File: config.mk
export PLATFORM = sky130hd
export DESIGN_NAME = score_scan_driver
export DESIGN_NICKNAME = d
export VERILOG_FILES = /design/src/rtl/score_scan_driver.sv
export SDC_FILE = /design/constraint.sdc
export NUM_CORES = 1
export LEC_CHECK = 0
export BUFFER_PORTS_ARGS = -buffer_cell sky130_fd_sc_hd__buf_2
export CORE_AREA = 2 2 88 90
export DETAILED_ROUTE_END_ITERATION = 10
export DIE_AREA = 0 0 90 92
export GPL_TIMING_DRIVEN = 1
export PLACE_DENSITY = 0.73
export SLEW_MARGIN = 20
export SYNTH_ARGS = -nofsm -noshare
export SYNTH_HDL_FRONTEND = slang
export SYNTH_HIERARCHICAL = 1
export SYNTH_SLANG_ARGS = --single-unit
File: constraint.sdc
create_clock -name clk -period 2.1 [get_ports clk]
set_input_delay 0.21 -clock clk [delete_from_list [all_inputs] [get_ports clk]]
set_output_delay 0.21 -clock clk [all_outputs]
set_load 0.05 [all_outputs]
File: src/rtl/score_scan_driver.sv
// Binary score -> 4 BCD digits (sequential double-dabble) + multiplexed nibble/anode scan driver.
// Optional: define SCORE_BLANK_LEADING_EN to blank leading-zero digit slots (ones digit always lit).

module score_dabble_col (
  input  logic [3:0] col,
  output logic [3:0] adj
);
  assign adj = (col >= 4'd5) ? col + 4'd3 : col;
endmodule

module score_scan_driver #(
  parameter int unsigned SCAN_DIV = 50000
) (
  input  logic        clk,
  input  logic        rst,
  input  logic [13:0] score,
  input  logic        load,
  output logic        busy,
  output logic [3:0]  digit,
  output logic [3:0]  an
);
  localparam int NUM_COLS = 4;
  localparam int CW       = (SCAN_DIV > 2) ? $clog2(SCAN_DIV) : 1;

  typedef enum logic [1:0] {IDLE, CONV, COMMIT} state_t;

  state_t                      state;
  logic [29:0]                 sr;    // {bcd[15:0], bin[13:0]}
  logic [3:0]                  iter;
  logic [15:0]                 bcd;
  logic [NUM_COLS-1:0][3:0]    cols, adj;
  logic [29:0]                 sr_nxt;
  logic [13:0]                 sat;

  assign cols = sr[29:14];

  genvar g;
  generate
    for (g = 0; g < NUM_COLS; g++) begin : g_col
      score_dabble_col u_col (.col(cols[g]), .adj(adj[g]));
    end
  endgenerate

  assign sr_nxt = {adj[3:0], sr[13:0]} << 1;
  assign sat    = (score > 14'd9999) ? 14'd9999 : score;

  always_ff @(posedge clk or posedge rst) begin
    if (rst) begin
      state <= IDLE;
      sr    <= '0;
      iter  <= '0;
      bcd   <= '0;
      busy  <= 1'b0;
    end else begin
      case (state)
        IDLE: if (load) begin
          sr    <= {16'h0000, sat};
          iter  <= '0;
          busy  <= 1'b1;
          state <= CONV;
        end
        CONV: begin
          sr   <= sr_nxt;
          iter <= iter + 4'd1;
          if (iter == 4'd13) state <= COMMIT;
        end
        COMMIT: begin
          bcd   <= sr[29:14];
          busy  <= 1'b0;
          state <= IDLE;
        end
        default: state <= IDLE;
      endcase
    end
  end

  // Scan engine: outputs are driven from the next index so they switch on the wrap edge.
  logic [CW-1:0] cnt;
  logic [1:0]    idx, idx_nxt;
  logic          wrap;
  logic          blank;

  assign wrap    = (cnt == CW'(SCAN_DIV - 1));
  assign idx_nxt = wrap ? idx + 2'd1 : idx;

`ifdef SCORE_BLANK_LEADING_EN
  logic [3:0] lz;
  always_comb begin
    lz    = '0;
    lz[3] = (bcd[15:12] == 4'd0);
    lz[2] = lz[3] && (bcd[11:8] == 4'd0);
    lz[1] = lz[2] && (bcd[7:4] == 4'd0);
    blank = lz[idx_nxt];
  end
`else
  assign blank = 1'b0;
`endif

  always_ff @(posedge clk or posedge rst) begin
    if (rst) begin
      cnt   <= '0;
      idx   <= '0;
      digit <= '0;
      an    <= 4'b1110;
    end else begin
      cnt   <= wrap ? '0 : cnt + 1'b1;
      idx   <= idx_nxt;
      digit <= bcd[{idx_nxt, 2'b00} +: 4];
      an    <= blank ? 4'b1111 : ~(4'b0001 << idx_nxt);
    end
  end
endmodule

==> impl_metrics.csv <==
group,metric,value,unit
timing,setup_viol,0,
placed_design,post_dp_cell_area,4118,sq um
detailed_routing,viasPerCell,5.416,
synthesis,postSynthCellCount,351,
timing,worst_pin_slew,0.6282,ns
synthesis,yosysWarnings,6,
timing,drv_slew,0,
global_route,antenna_found_initial,0,
placed_design,hpwl,4835,um
worst_setup_path,worstPathCellList,"or4bb_1, nor4_4, buf_6, mux2i_4, a2111oi_1",
detailed_routing,ant_nets,0,
pwr,peakVddDrop,0.0005437,V
global_route,grt_pass1_vias,2726,
synthesis,synthesis.nets,379,
detailed_routing,drt_pass1_iterations,4,
status,status,"finished, final reports clean",
synthesis,syn_avg_cell_area,10.83,sq um
die,dieArea,8280,sq um
hold_path,worstHoldEndpoint,"sr[5]",
placed_design,gp_congestion,0.8240,
worst_setup_path,reg2reg_from,"cnt[4]",
clock_network,clk_latency,0.35,ns
final_layout,final_cell_area,4404,sq um
final_layout,areaGrowthSynthToFinish,15.83,%
worst_setup_path,worst_setup_path_end_kind,"flip-flop",
global_route,grt.overflow.total,0,
timing,rsz0062_at_grt,"true",
detailed_routing,drt_iter0_markers,94,
placed_design,dp_cells,476,
pwr,leakage,2.026,nW
die,core.rowCount,32,
clock_network,cts_buffer_depth,2,
timing,hold_viol,0,
clock_network,cts_made_buffers,9,
timing,fin_crit_sh,97.66,%
worst_setup_path,crit_fanout,6,
hold_path,hold_start,"score[5]",
clock_network,cts_root_buffer,"clkbuf_8",
clock_network,htreeDepth,3,
timing,finalClockSkew,0.01020,ns
worst_setup_path,worstRegToRegCells,5,
final_layout,utilization,59.14,%
timing,relSlewSlack,58.12,%
worst_setup_path,critPathMaxStageDelay,0.55,ns
detailed_routing,vias,2692,
global_route,track_usage,19.07,%
pwr,power.density,1265,nW/um^2
worst_setup_path,criticalPathCategory,"flip-flop to flip-flop",
clock_network,cts_sinks,79,
worst_setup_path,crit_slowest_cell,"or4bb_1",
timing,fin_tns_setup,0,ns
die,start_util,51.06,%
worst_setup_path,cp.required,2.33,ns
clock_network,cts_tree,"built",
worst_setup_path,regToRegEndpoint,"digit[3]",
worst_setup_path,arrival,2.28,ns
final_layout,drive_above_1_share,23.29,%
global_route,grt_start_max_net_pins,41,
die,core_area,7447,sq um
die,die_w,90,um
detailed_routing,drc,0,
die,pin_count,26,
timing,max_freq,487.6,MHz
global_route,grt_pass1_wl,12650,um
die,die_h,92,um
final_layout,finalNetCount,418,
timing,period_needed,2.051,ns
run,drv_cap,0,
timing,whs,0.07214,ns
detailed_routing,routedWlPerCell,14.60,um
synthesis,synth_area,3802,sq um
clock_network,clkTransAtPathRegs,0.08,ns
worst_setup_path,critPathLaunchType,"flip-flop",
hold_path,hp-class,"primary input to flip-flop",
worst_setup_path,r2r_slack,0.05,ns
final_layout,n_antenna_cell,0,
hold_path,holdPathStages,2,
placed_design,place.port_buffers,25,
final_layout,fin_cells,497,
detailed_routing,wl,7255,um
worst max-delay path by stage:
stage | startpoint | end | slack (ns) | cells after the start
floorplan | cnt[5] | idx[1] | -0.05 | 6
global placement | cnt[5] | digit[3] | 0.02 | 5
detailed placement | cnt[5] | digit[2] | -0.02 | 5
CTS | cnt[5] | an[3] | 0.04 | 6
global route | cnt[4] | an[1] | -0.04 | 6
finish | cnt[4] | digit[3] | 0.05 | 5
cell type report:
class	count	area (sq um)
fill	658	3043
multi-input combinational	238	1724
timing repair buffer	42	269.0
clock inverter	3	65.06
inverter	20	78.83
tap	102	127.6
sequential	79	1981
clock buffer	13	158.9
routing by layer:
metal,part of all wire (%),global-route usage [%],vias to the layer above
met5,0,0,-
met4,2.0,10.00,0
met3,2.5,2.876,10
met2,49,31.39,35
met1,47,24.56,1340
li1,-,-,1307
worst max-delay path, delay by kind of cell (launching register included):
| kind | cells | cell delay [ns] |
|---|---|---|
| multiplexers | 1 | 0.10 |
| buffers and inverters | 1 | 0.20 |
| AO/OA/AOI/OAI | 1 | 0.36 |
| AND/OR/NAND/NOR | 2 | 0.90 |
| flip-flops | 1 | 0.37 |
flip-flops by register name, indices dropped and copies added (netlist names):
signal / count
digit: 4
bcd: 16
cnt: 16
an: 4
iter: 4
busy: 1
sr: 30
idx: 2
state: 2
power by group:
group	total, mW	internal (mW)	leakage, nW	switching, mW
registers	2.42	2.01	0.991	0.408
clock network	1.27	0.734	0.114	0.535
logic	1.88	0.914	0.922	0.970
total	5.57	3.66	2.03	1.91
placed cells by master, fill, tap and decap left out, types with 11 or more instances in the layout:
cell type   n
nand2_1    29
clkbuf_8   11
mux2_2     17
inv_1      19
buf_2      26
mux2i_1    12
dfrtp_1    76
ha_1       11
xnor2_1    14
buf_4      13
nand2b_1   17
a22o_1     20
nor2_1     25
stage by stage:
stage          setup slack, ns  power [mW]
2_1_floorplan         -0.04971       3.879
3_3_place_gp           0.01841       4.226
3_5_place_dp          -0.01924       4.330
4_1_cts                0.03504       5.607
5_1_grt               -0.04045       5.981
6_report               0.04918       5.571
timing repair:
| action | CTS | global route |
|---|---|---|
| pin swaps | 0 | 2 |
| buffers inserted | 0 | 3 |
| resized for setup | 2 | 2 |
| hold endpoints to repair | 21 | 0 |
| hold buffers | 1 | 0 |
| cloned | 0 | 1 |
| endpoints found under the setup margin | 4 | 5 |
Note: power is estimated with default switching activity, not from simulation.
